## config.mk

```make
export PLATFORM = sky130hd
export DESIGN_NAME = fft_bfly_sequencer_flat
export DESIGN_NICKNAME = d
export VERILOG_FILES = /design/src/rtl/fft_bfly_sequencer_if.sv /design/src/rtl/fft_bfly_sequencer.sv /design/src/flat_wrapper.sv
export SDC_FILE = /design/constraint.sdc
export NUM_CORES = 1
export LEC_CHECK = 0
export BUFFER_PORTS_ARGS = -buffer_cell sky130_fd_sc_hd__buf_2
export CAP_MARGIN = 20
export CORE_MARGIN = 2
export CORE_UTILIZATION = 40
export CTS_CLUSTER_SIZE = 24
export DETAILED_ROUTE_END_ITERATION = 10
export PLACE_DENSITY = 0.58
export SETUP_SLACK_MARGIN = 0.15
export SYNTH_ARGS = -nofsm -noshare
export SYNTH_HDL_FRONTEND = slang
export SYNTH_SLANG_ARGS = --single-unit
```

## constraint.sdc

```tcl
create_clock -name clk -period 4 [get_ports clk]
set_input_delay 0.8 -clock clk [delete_from_list [all_inputs] [get_ports clk]]
set_output_delay 0.8 -clock clk [all_outputs]
set_load 0.01 [all_outputs]
```

## src/rtl/fft_bfly_sequencer_if.sv

```systemverilog
// fft_bfly_sequencer_if: butterfly op bus
// Carries one x/y address pair plus twiddle index per valid/ready beat.
interface fft_bfly_sequencer_if #(
    parameter int LOG2N = 4
);
    logic             out_valid;
    logic             out_ready;
    logic [LOG2N-1:0] addr_x;
    logic [LOG2N-1:0] addr_y;
    logic [LOG2N-2:0] tw_idx;
    logic [3:0]       stage;
    logic             last_in_stage;

    modport master (
        output out_valid,
        output addr_x,
        output addr_y,
        output tw_idx,
        output stage,
        output last_in_stage,
        input  out_ready
    );

    modport slave (
        input  out_valid,
        input  addr_x,
        input  addr_y,
        input  tw_idx,
        input  stage,
        input  last_in_stage,
        output out_ready
    );
endinterface

```

## src/rtl/fft_bfly_sequencer.sv

```systemverilog
// fft_bfly_sequencer: radix-2 DIT in-place address/twiddle walker
// Issues one butterfly op per handshake, drains between stages.
module fft_bfly_sequencer #(
    parameter int LOG2N     = 4,
    parameter int DRAIN_CYC = 3
) (
    input  logic                 clk,
    input  logic                 rst_n,
    input  logic                 start,
    output logic                 busy,
    output logic                 done,
    fft_bfly_sequencer_if.master ob
);
    localparam int AW = LOG2N;
    localparam int KW = LOG2N - 1;
    localparam int DW = $clog2(DRAIN_CYC + 1) + 1;
    localparam int DL = (DRAIN_CYC > 0) ? DRAIN_CYC - 1 : 0;

    localparam logic [KW-1:0] KMAX  = '1;
    localparam logic [3:0]    SMAX  = 4'(LOG2N - 1);
    localparam logic [DW-1:0] DLAST = DW'(DL);

    typedef enum logic [1:0] {
        IDLE,
        ISSUE,
        DRAIN,
        FIN
    } state_t;

    typedef struct packed {
        logic [AW-1:0] ax;
        logic [AW-1:0] ay;
        logic [KW-1:0] tw;
        logic          last;
    } op_t;

    // Address/twiddle for op k of stage s; x leg has bit s clear.
    function automatic op_t f_op(
        input logic [3:0]    s,
        input logic [KW-1:0] k
    );
        op_t           o;
        logic [AW-1:0] kk;
        logic [AW-1:0] span;
        logic [AW-1:0] msk;
        logic [AW-1:0] pos;
        logic [AW-1:0] grp;
        span   = AW'(1) << s;
        msk    = span - AW'(1);
        kk     = AW'(k);
        pos    = kk & msk;
        grp    = kk >> s;
        o.ax   = (grp << (s + 4'd1)) | pos;
        o.ay   = o.ax + span;
        o.tw   = KW'(pos << (SMAX - s));
        o.last = (k == KMAX);
        return o;
    endfunction

    state_t        state_q;
    logic [3:0]    s_q;
    logic [KW-1:0] k_q;
    logic [DW-1:0] dcnt_q;
    logic          valid_q;
    op_t           op_q;
    logic          busy_q;
    logic          done_q;
    logic          hs;

    assign hs = valid_q & ob.out_ready;

    assign ob.out_valid     = valid_q;
    assign ob.addr_x        = op_q.ax;
    assign ob.addr_y        = op_q.ay;
    assign ob.tw_idx        = op_q.tw;
    assign ob.stage         = s_q;
    assign ob.last_in_stage = op_q.last;
    assign busy             = busy_q;
    assign done             = done_q;

    // Sequencer FSM with all outputs registered.
    always_ff @(posedge clk or negedge rst_n) begin
        if (!rst_n) begin
            state_q <= IDLE;
            s_q     <= '0;
            k_q     <= '0;
            dcnt_q  <= '0;
            valid_q <= 1'b0;
            op_q    <= '0;
            busy_q  <= 1'b0;
            done_q  <= 1'b0;
        end else begin
            unique case (state_q)
                IDLE: begin
                    done_q <= 1'b0;
                    if (start) begin
                        state_q <= ISSUE;
                        busy_q  <= 1'b1;
                        valid_q <= 1'b1;
                        s_q     <= '0;
                        k_q     <= '0;
                        op_q    <= f_op(4'd0, '0);
                    end
                end
                ISSUE: begin
                    if (hs) begin
                        if (k_q != KMAX) begin
                            k_q  <= k_q + KW'(1);
                            op_q <= f_op(s_q, k_q + KW'(1));
                        end else if (DRAIN_CYC == 0 && s_q != SMAX) begin
                            s_q  <= s_q + 4'd1;
                            k_q  <= '0;
                            op_q <= f_op(s_q + 4'd1, '0);
                        end else if (DRAIN_CYC == 0) begin
                            state_q <= FIN;
                            valid_q <= 1'b0;
                            op_q    <= '0;
                            k_q     <= '0;
                            s_q     <= '0;
                            busy_q  <= 1'b0;
                            done_q  <= 1'b1;
                        end else begin
                            state_q <= DRAIN;
                            valid_q <= 1'b0;
                            op_q    <= '0;
                            k_q     <= '0;
                            dcnt_q  <= '0;
                        end
                    end
                end
                DRAIN: begin
                    if (dcnt_q == DLAST) begin
                        dcnt_q <= '0;
                        if (s_q != SMAX) begin
                            state_q <= ISSUE;
                            s_q     <= s_q + 4'd1;
                            valid_q <= 1'b1;
                            op_q    <= f_op(s_q + 4'd1, '0);
                        end else begin
                            state_q <= FIN;
                            s_q     <= '0;
                            busy_q  <= 1'b0;
                            done_q  <= 1'b1;
                        end
                    end else begin
                        dcnt_q <= dcnt_q + DW'(1);
                    end
                end
                FIN: begin
                    done_q  <= 1'b0;
                    state_q <= IDLE;
                end
                default: state_q <= IDLE;
            endcase
        end
    end
endmodule

```

## src/flat_wrapper.sv

```systemverilog
// flat-port wrapper written by rule: the top's interface ports become plain ports
module fft_bfly_sequencer_flat 
#(
    parameter int LOG2N     = 4,
    parameter int DRAIN_CYC = 3
)
  (clk, rst_n, start, busy, done, ob_out_valid, ob_addr_x, ob_addr_y, ob_tw_idx, ob_stage, ob_last_in_stage, ob_out_ready);
  fft_bfly_sequencer_if #(.LOG2N(LOG2N)) ob_i ();
  input  logic clk;
  input  logic rst_n;
  input  logic start;
  output logic busy;
  output logic done;
  output wire logic [$bits(ob_i.out_valid)-1:0] ob_out_valid;
  output wire logic [$bits(ob_i.addr_x)-1:0] ob_addr_x;
  output wire logic [$bits(ob_i.addr_y)-1:0] ob_addr_y;
  output wire logic [$bits(ob_i.tw_idx)-1:0] ob_tw_idx;
  output wire logic [$bits(ob_i.stage)-1:0] ob_stage;
  output wire logic [$bits(ob_i.last_in_stage)-1:0] ob_last_in_stage;
  input wire logic [$bits(ob_i.out_ready)-1:0] ob_out_ready;
  assign ob_out_valid = ob_i.out_valid;
  assign ob_addr_x = ob_i.addr_x;
  assign ob_addr_y = ob_i.addr_y;
  assign ob_tw_idx = ob_i.tw_idx;
  assign ob_stage = ob_i.stage;
  assign ob_last_in_stage = ob_i.last_in_stage;
  assign ob_i.out_ready = ob_out_ready;
  fft_bfly_sequencer #(.LOG2N(LOG2N), .DRAIN_CYC(DRAIN_CYC)) u_core (.clk(clk), .rst_n(rst_n), .start(start), .busy(busy), .done(done), .ob(ob_i));
endmodule
```

==> flow_summary.yaml, run 1 <==
outcome:
  status: "complete, no violations"
yosys:
  ys_seq_elements: 27
  synthXorXnorAreaFrac: 0.0357
  synth_top_family_by_area: "compound AO/OA/AOI/OAI gates"
  synth_fa_ha_area_frac: 0.106
  synthDistinctLibCells: 45
  synth_area_leaders: "dfrtp_1 (39%), ha_1 (9.5%), nand2_1 (3.7%)"
  synthTopCellsByCount: "dfrtp_1 (27), nand2_1 (17), ha_1 (13), inv_1 (12), nor2_1 (12)"
  synth.mux.area_fraction: 0.0313
  yosys.area_share.simple: 0.178
  postSynthAreaPerCell_sq_um: 9.34
  syn_area_sq_um: 1720
  synth_compound_area_frac: 0.210
  ys_seq_area_frac: 0.393
  synth_area_leader_cell: "dfrtp_1"
  yosys_warnings: 0
  yosysMostFrequentCell: "dfrtp_1"
  synth-async-reset-ratio: 1.00
  synth_fp_nets: 202
  yosys.area.top_type_share: 0.393
  synth_ff_type: "dfrtp_1"
  synth-edff-count: 0
  synthCells: 184
routing:
  drt_drc_violations_left: 0
  vias_per_cell: 5.56
  routed_wl_um: 3880
  post_drt_wl_per_cell_um: 15.4
  dr.pass1.iters: 4
  drtAntennaViolNets: 0
  vias: 1401
  drt_iter0_drc: 86
power_and_ir_drop:
  p_leak_uw: 0.000934
  power.density_nw_per_um2: 231
  max-vdd-ir-drop_mv: 0.172
timing:
  max_freq_mhz: 299
  rsz0062_at_grt: "false"
  worst_pin_slew_ns: 0.598
  min_period_over_period: 0.837
  max_slew_margin: 0.601
  setup_viol: 0
  fin_skew_ns: 0.00531
  hold_viol: 0
  min_period_ns: 3.35
  slew_viol_final: 0
  fin_setup_tns_ns: 0
cts:
  cts_setup_buffers: 0
  cts_resized: 0
  path_clk_slew_ns: 0.09
  clock-sinks: 27
  clk_latency_ns: 0.28
  cts_root_buf: "clkbuf_8"
  cts_inserted_buffers: 3
  cts_tree: "built"
  h-tree-depth: 1
  cts.path.max_buffers: 2
  postCtsHoldBufs: 0
setup_path:
  crit_start: "u_core.ob.stage[1]"
  crit_path_end: "u_core.ob.addr_y[3]"
  r2r_cells: 11
  arrival_ns: 3.52
  r2r_end: "u_core.ob.addr_y[3]"
  start_kind: "register"
  worstReg2RegStart: "u_core.ob.stage[1]"
  path_class: "register to register"
  cp_max_fo: 13
  r2r_slack_ns: 0.65
  end_kind: "register"
  crit_required_ns: 4.17
layout:
  finalInstanceArea_sq_um: 1900
  multi_input_area_sq_um: 966
  fin_util: 0.469
  drive_gt1_frac: 0.178
  fillers: 387
  instances_no_fill: 252
  area_growth_pct: 10.9
  seq_area_sq_um: 676
  fin_nets: 221
  num_antenna_cells: 0
grt:
  grt_max_degree: 28
  grt_use_total: 0.168
  grt_overflow: 0
  grt_pass1_wl_um: 6620
  grt_pass1_vias: 1423
  antenna_found_initial: 0
floorplan:
  core.rowCount: 23
  start_util: 0.423
  dieArea_sq_um: 4840
  die_x_um: 69.5
  die_h_um: 69.5
  io_pins: 23
  core_area_sq_um: 4060
min_path:
  min_path_type: "register to register"
placed_design:
  placed_area_sq_um: 1860
  place_hpwl_um: 2850
  io_buffers: 22
  numPlacedInstances: 248
  globalplace.congestion: 1.03
run:
  cap_violations: 0
==> area by class of cell <==
class,count,share of cell area
multi-input combinational,137,0.507
sequential,27,0.355
timing repair buffer,22,0.0578
tap,50,0.0329
clock buffer,4,0.0237
inverter,12,0.0237
==> cell usage in the layout, fill, tap and decap left out, types with 2 or more instances in the layout <==
cell type	instances
nor3_1	7
mux2i_1	2
a31oi_1	2
a22o_1	7
a31o_2	2
nand3_1	5
a221o_1	2
nand2b_1	2
xnor2_1	5
inv_1	12
dfrtp_1	27
xor2_1	2
o22ai_1	3
a21oi_1	10
or3_1	2
nand2_1	17
mux2_2	3
o31ai_2	2
nor4b_1	2
o21ai_0	11
buf_2	22
nor2b_1	3
clkbuf_8	3
ha_1	13
a21o_1	4
nor2_1	12
==> state kept, by name (all words and copies together), names as in the netlist <==
register                 flops
u_core.busy                  1
u_core.dcnt_q                3
u_core.done                  1
u_core.k_q                   3
u_core.ob.addr_x             4
u_core.ob.addr_y             4
u_core.ob.last_in_stage      1
u_core.ob.out_valid          1
u_core.ob.stage              4
u_core.ob.tw_idx             3
u_core.state_q               2
==> report_power, final <==
| group | internal [uW] | total [uW] | switching [uW] |
|---|---|---|---|
| Combinational | 1.06 | 6.84 | 5.78 |
| Sequential | 273 | 273 | 0 |
| Clock | 71.6 | 160 | 88.4 |
==> layer usage <==
metal | vias up | track usage | share of wire
met5 | - | 0 | 0
met3 | 9 | 0.0378 | 0.056
met2 | 35 | 0.280 | 0.48
met1 | 660 | 0.220 | 0.44
li1 | 697 | - | -
met4 | 0 | 0.0479 | 0.020
==> worst max-delay path, cell delays in order, from the launching register on <==
cell	delay, ns
dfrtp_1	0.51
or3_1	0.48
nor2_1	0.28
inv_1	0.08
ha_1	0.33
o22ai_1	0.34
ha_1	0.31
a21o_1	0.16
a21oi_1	0.17
xnor2_1	0.10
xnor2_1	0.13
a221o_1	0.33
==> through the flow <==
step	hold WS, ns	total power [uW]	setup slack [ns]
final	0.485	440	0.653
after global routing	0.511	462	0.427
after global placement	0.456	285	0.852
after CTS	0.496	444	0.655
after detailed placement	0.474	286	0.706
after floorplan	0.504	278	0.929
==> how the worst min path moves through the flow <==
stage / startpoint / end / slack [ns] / depth (start not counted)
detailed placement: u_core.ob.addr_x[3] / u_core.ob.addr_x[3] / 0.47 / 2
global placement: u_core.ob.addr_x[3] / u_core.ob.addr_x[3] / 0.46 / 2
finish: u_core.ob.addr_x[3] / u_core.ob.addr_x[3] / 0.49 / 2
floorplan: rst_n / u_core.busy / 0.50 / 0
global route: u_core.ob.addr_x[3] / u_core.ob.addr_x[3] / 0.51 / 2
CTS: u_core.ob.addr_x[3] / u_core.ob.addr_x[3] / 0.50 / 2
==> cells by family (layout without fill, tap and decap cells) <==
kind of cell	after synthesis	after routing
muxes	5	5
and+or+nand+nor	60	60
DFF	27	27
xor gates and xnor gates	7	7
buffers and inverters	20	38
adders and majority gates	14	14
AOI/OAI and AO/OA	51	51
Note: power is estimated with default switching activity, not from simulation.
==> inputs of run 2 (changes only) <==
--- a/config.mk
+++ b/config.mk
@@ -5,13 +5,14 @@
 export SDC_FILE = /design/constraint.sdc
 export NUM_CORES = 1
 export LEC_CHECK = 0
+export ABC_AREA = 1
 export BUFFER_PORTS_ARGS = -buffer_cell sky130_fd_sc_hd__buf_2
 export CAP_MARGIN = 20
 export CORE_MARGIN = 2
 export CORE_UTILIZATION = 40
 export CTS_CLUSTER_SIZE = 24
 export DETAILED_ROUTE_END_ITERATION = 10
-export PLACE_DENSITY = 0.58
+export PLACE_DENSITY = 0.6
 export SETUP_SLACK_MARGIN = 0.15
 export SYNTH_ARGS = -nofsm -noshare
 export SYNTH_HDL_FRONTEND = slang
==> constraint.sdc (replaced) <==
create_clock -name clk -period 2.7 [get_ports clk]
set_input_delay 0.54 -clock clk [delete_from_list [all_inputs] [get_ports clk]]
set_output_delay 0.54 -clock clk [all_outputs]
set_load 0.01 [all_outputs]
==> run 2 against run 1 <==
Against the previous run: non-clock buffer count is 17 higher; utilization increased by 5.8 points; flip-flop and latch count is the same; register-to-register slack got worse by 0.41 ns; hold slack worse by 0.23 ns; fmax up 36%; first-iteration DRC count decreased by 34%; wire length is 11% higher; largest cell class unchanged.
==> flow_summary.yaml, run 2 <==
yosys:
  yosys_warnings: 0
  yosys.area.top_type_share: 0.364
  synthTopCellsByCount: "nand2_1 (54), dfrtp_1 (27), inv_1 (25), nand3_1 (24), nor2_1 (20)"
  synth_area_leader_cell: "dfrtp_1"
  synthCells: 240
  ys_seq_elements: 27
  synth-async-reset-ratio: 1.00
  synth_area_leaders: "dfrtp_1 (36%), nand2_1 (11%), ha_1 (8.8%)"
  ys_seq_area_frac: 0.364
  yosysMostFrequentCell: "nand2_1"
  postSynthAreaPerCell_sq_um: 7.74
  synth_ff_type: "dfrtp_1"
  synth_fp_nets: 258
  syn_area_sq_um: 1860
  synth-edff-count: 0
  synthDistinctLibCells: 34
cts:
  cts_inserted_buffers: 3
  postCtsHoldBufs: 0
  h-tree-depth: 1
  cts_root_buf: "clkbuf_8"
  path_clk_slew_ns: 0.10
  cts_tree: "built"
  cts.path.max_buffers: 2
  clock-sinks: 27
  clk_latency_ns: 0.28
floorplan:
  core.rowCount: 24
  core_area_sq_um: 4410
  die_h_um: 72.1
  dieArea_sq_um: 5200
  die_x_um: 72.1
  start_util: 0.421
  io_pins: 23
setup_path:
  worstReg2RegStart: "u_core.k_q[1]"
  r2r_end: "u_core.ob.addr_y[3]"
  path_buf_inv: 0
  cp_cell_sequence: "ha_2, ha_4, a21oi_2, nor2_2, nand3_2, nand2_2, nand3_2, nand2_2, ha_4, a21oi_2, nand2_1, or2_1, nand2_2, nand3_1, nand3_1, nand2_1"
  end_kind: "register"
  r2r_slack_ns: 0.25
  slowest_stage: "dfrtp_1"
  start_kind: "register"
  cp_max_fo: 5
  crit_required_ns: 2.88
  r2r_cells: 16
  crit_family: "simple AND/OR/NAND/NOR gates"
  path_class: "register to register"
  max_stage_delay_ns: 0.41
  cp.depth: 16
  arrival_ns: 2.63
  cp_common_cell: "nand2_2"
power_and_ir_drop:
  power.share.sequential: 0.564
  p_sw_uw: 180
  comb_power_share: 0.097
  p_leak_uw: 0.00115
  power.density_nw_per_um2: 311
  p_sw_frac: 0.248
  max-vdd-ir-drop_mv: 0.170
  intPower_uw: 544
  clkPwrFrac: 0.339
min_path:
  min_path_type: "primary input to async pin"
outcome:
  status: "complete, no violations"
routing:
  vias: 1646
  post_drt_wl_per_cell_um: 12.9
  drt_iter0_drc: 57
  dr.pass1.iters: 4
  drtAntennaViolNets: 0
  vias_per_cell: 4.94
  drt_drc_violations_left: 0
  routed_wl_um: 4290
grt:
  grt_pass1_wl_um: 7010
  grt_max_degree: 28
  antenna_found_initial: 0
  grt_pass1_vias: 1513
  grt_use_total: 0.173
  grt_overflow: 0
timing:
  max_freq_mhz: 407
  max_slew_margin: 0.590
  rsz0062_at_grt: "true"
  hold_viol: 0
  slew_viol_final: 0
  fin_skew_ns: 0.00461
  min_period_ns: 2.45
  worst_pin_slew_ns: 0.616
  min_period_over_period: 0.909
  setup_viol: 0
  fin_setup_tns_ns: 0
layout:
  final_common_cell: "nand2_1"
  fillers: 427
  fin_util: 0.527
  drive_gt1_frac: 0.384
  num_antenna_cells: 0
  fin_nets: 300
  most-common-layout-cells: "nand2_1 (50), dfrtp_1 (25), inv_1 (22), buf_2 (22), nand3_1 (19)"
  area_growth_pct: 25.3
placed_design:
  io_buffers: 22
  place_hpwl_um: 3220
  globalplace.congestion: 0.871
run:
  cap_violations: 0
## run 2: what timing repair did
| item | in CTS | in global routing |
|---|---|---|
| gates resized for setup | 5 | 24 |
| buffers inserted | 2 | 4 |
| setup endpoints to repair | 2 | 2 |
| pin swaps | 2 | 21 |
## run 2: cell families after synthesis
kind of cell             synth area share
AO/OA/AOI/OAI                       0.113
flip-flops                          0.364
XOR/XNOR                           0.0229
AND/OR/NAND/NOR                     0.310
adder cells (fa/ha/maj)            0.0984
buffers and inverters              0.0923
## run 2: routing by layer
metal,up-vias,part of all wire,global-route usage,routed length [um]
met3,7,0.035,0.0208,149
li1,853,-,-,-
met1,748,0.49,0.239,2110
met2,38,0.45,0.282,1940
met5,-,0,0,0
met4,0,0.020,0.0566,86
## run 2: worst max path at each step
stage | start | to | slack, ns
2_1_floorplan | u_core.ob.stage[0] | u_core.ob.addr_y[3] | 0.16
3_3_place_gp | u_core.k_q[1] | u_core.ob.addr_y[2] | 0.07
3_5_place_dp | u_core.k_q[1] | u_core.ob.addr_y[2] | 0.08
4_1_cts | u_core.k_q[0] | u_core.ob.addr_y[2] | 0.14
5_1_grt | u_core.k_q[1] | u_core.ob.addr_y[3] | 0.08
6_report | u_core.k_q[1] | u_core.ob.addr_y[3] | 0.25
## run 2: power groups by stage
stage	Combinational, uW	Clock [uW]	Sequential, uW
after global routing	78.0	267	409
after floorplan	25.4	0	416
after detailed placement	50.4	0	416
after CTS	57.8	258	408
final	70.3	245	408
after global placement	50.3	0	416
## run 2: cell type report
cell class                      count  area (sq um)  share of cell area
Clock buffer                        3          41.3              0.0177
Clock inverter                      1          7.51             0.00323
Inverter                           40           158              0.0677
Multi-Input combinational cell    171          1140               0.488
Sequential cell                    27           678               0.291
Tap cell                           52          65.1              0.0280
Timing Repair Buffer               39           241               0.104
## run 2: metrics by stage
stage / hold WS, ns / area [sq um] / cells / power (uW) / setup WS, ns
2_1_floorplan: 0.244 / 1860 / 240 / 442 / 0.156
3_3_place_gp: 0.459 / 2100 / 323 / 466 / 0.0695
3_5_place_dp: 0.460 / 2100 / 323 / 466 / 0.0782
4_1_cts: 0.283 / 2200 / 329 / 724 / 0.137
5_1_grt: 0.308 / 2330 / 333 / 754 / 0.0753
6_report: 0.257 / 2330 / 333 / 724 / 0.246
==> inputs of run 3 (changes only) <==
--- a/config.mk
+++ b/config.mk
@@ -12,8 +12,9 @@
 export CORE_UTILIZATION = 40
 export CTS_CLUSTER_SIZE = 24
 export DETAILED_ROUTE_END_ITERATION = 10
-export PLACE_DENSITY = 0.6
+export PLACE_DENSITY = 0.58
 export SETUP_SLACK_MARGIN = 0.15
+export SLEW_MARGIN = 15
 export SYNTH_ARGS = -nofsm -noshare
 export SYNTH_HDL_FRONTEND = slang
 export SYNTH_SLANG_ARGS = --single-unit
==> constraint.sdc (replaced) <==
create_clock -name clk -period 3.1 [get_ports clk]
set_input_delay 0.62 -clock clk [delete_from_list [all_inputs] [get_ports clk]]
set_output_delay 0.62 -clock clk [all_outputs]
set_load 0.01 [all_outputs]
==> run 3 against run 2 <==
Against the previous run: highest routed layer unchanged; count of clock-buffer cells in the layout did not move; register-to-register slack improved by 0.15 ns; sequential power decreased by 13%; flip-flop and latch count did not move; sequential share of layout area up 3.1 points; wire length shrank 11%; total power is 16% lower; via count fell by 6.0%; clock skew increased by 0.00077 ns; final cell count fell by 4.2%; fmax fell by 9.3%.
==> flow_summary.yaml, run 3 (synthesis results as in run 2) <==
timing:
  min_period_over_period: 0.872
  setup_ws_ns: 0.395
  max_freq_mhz: 370
  setup_viol: 0
  rsz0062_at_grt: "false"
  max_slew_margin: 0.598
  slew_viol_final: 0
  worst_pin_slew_ns: 0.603
  fin_setup_tns_ns: 0
  hold_viol: 0
  fin_skew_ns: 0.00537
  min_period_ns: 2.70
routing:
  post_drt_wl_per_cell_um: 12.0
  dr.pass1.iters: 4
  vias_per_cell: 4.85
  drtAntennaViolNets: 0
  drt_iter0_drc: 78
  routed_wl_um: 3820
  vias: 1547
  drt_drc_violations_left: 0
setup_path:
  worstReg2RegStart: "u_core.k_q[0]"
  cp_max_fo: 3
  r2r_slack_ns: 0.40
  r2r_end: "u_core.ob.addr_y[2]"
  end_kind: "register"
  r2r_cells: 14
  crit_start: "u_core.k_q[0]"
  cp_cell_sequence: "ha_1, ha_1, a21oi_1, nor2_1, nand3_1, nor2_1, nor2_1, inv_1, ha_1, fa_1, xnor2_1, o31ai_1, nand2_1, nand2_1"
  crit_family: "adder cells"
  slowest_stage: "dfrtp_1"
  path_buf_inv: 1
  crit_required_ns: 3.32
  path_class: "register to register"
  start_kind: "register"
  max_stage_delay_ns: 0.43
  arrival_ns: 2.93
floorplan:
  core.rowCount: 24
  core_area_sq_um: 4410
  start_util: 0.421
  dieArea_sq_um: 5200
  io_pins: 23
  die_h_um: 72.1
  die_x_um: 72.1
cts:
  postCtsHoldBufs: 0
  path_clk_slew_ns: 0.10
  cts.path.max_buffers: 2
  h-tree-depth: 1
  cts_tree: "built"
  cts_inserted_buffers: 3
  clk_latency_ns: 0.28
  clock-sinks: 27
  cts_root_buf: "clkbuf_8"
  cts_setup_buffers: 0
  cts_resized: 0
layout:
  fin_nets: 286
  area_growth_pct: 13.0
  num_antenna_cells: 0
  final_common_cell: "nand2_1"
  fillers: 439
  finalInstanceArea_sq_um: 2100
  drive_gt1_frac: 0.262
  most-common-layout-cells: "nand2_1 (54), dfrtp_1 (26), inv_1 (24), nand3_1 (24), buf_2 (22)"
min_path:
  min_path_type: "primary input to async pin"
power_and_ir_drop:
  p_leak_uw: 0.00108
  power.density_nw_per_um2: 289
  max-vdd-ir-drop_mv: 0.184
outcome:
  status: "complete, no violations"
grt:
  grt_use_total: 0.166
  grt_pass1_wl_um: 6950
  antenna_found_initial: 0
  grt_overflow: 0
  grt_max_degree: 28
  grt_pass1_vias: 1499
placed_design:
  io_buffers: 22
  place_hpwl_um: 3070
  globalplace.congestion: 0.893
  place_ws_ns: 0.265
  placed_area_sq_um: 2040
run:
  cap_violations: 0
## run 3: cell types whose count changed in the layout (fill, tap and decap cells not counted), sizes merged
cell / delta
buf: -14
## run 3: per-stage QoR
stage / std cells / utilization / hold slack, ns / total power, uW
6_report: 319 / 0.475 / 0.336 / 607
5_1_grt: 319 / 0.475 / 0.407 / 636
4_1_cts: 319 / 0.473 / 0.374 / 620
3_5_place_dp: 315 / 0.462 / 0.462 / 402
3_3_place_gp: 315 / 0.462 / 0.457 / 402
2_1_floorplan: 240 / - / 0.324 / 385
## run 3: worst register-to-register path, stage by stage, from the launching register on
cell,delay [ns]
dfrtp_1,0.43
ha_1,0.22
ha_1,0.32
a21oi_1,0.16
nor2_1,0.07
nand3_1,0.10
nor2_1,0.05
nor2_1,0.16
inv_1,0.06
ha_1,0.21
fa_1,0.39
xnor2_1,0.15
o31ai_1,0.20
nand2_1,0.08
nand2_1,0.06
## run 3: routing by layer
metal / routed length (um) / share of wire / up-vias / track usage
met5: 0 / 0 / - / 0
met4: 19 / 0.0050 / 0 / 0.0252
met3: 118 / 0.031 / 2 / 0.0236
met2: 1690 / 0.44 / 25 / 0.262
met1: 1990 / 0.52 / 696 / 0.248
li1: - / - / 824 / -
## run 3: layout make-up
type,instances,area [sq um],share of cell area
flip-flops and latches,27,677,0.323
well taps,52,65.1,0.0310
clock buffers,3,41.3,0.0197
multi-input cells,171,1020,0.486
clock inverters,1,7.51,0.00358
repair buffers,25,133,0.0632
inverters,40,155,0.0739
## run 3: worst max path at each step
stage                     slack [ns]  depth (start not counted)                   to
after global routing            0.16                         16  u_core.ob.addr_y[3]
after global placement          0.33                         16  u_core.ob.addr_y[3]
final                           0.40                         14  u_core.ob.addr_y[2]
after CTS                       0.24                         16  u_core.ob.addr_y[3]
after detailed placement        0.26                         16  u_core.ob.addr_y[3]
after floorplan                 0.44                         16  u_core.ob.addr_y[3]
## run 3: where the power goes
part	switching, uW	internal, uW	leakage, uW
Combinational	25.0	13.4	0.000726
Sequential	1.79	354	0.000334
Clock	122	91.3	0.0000217
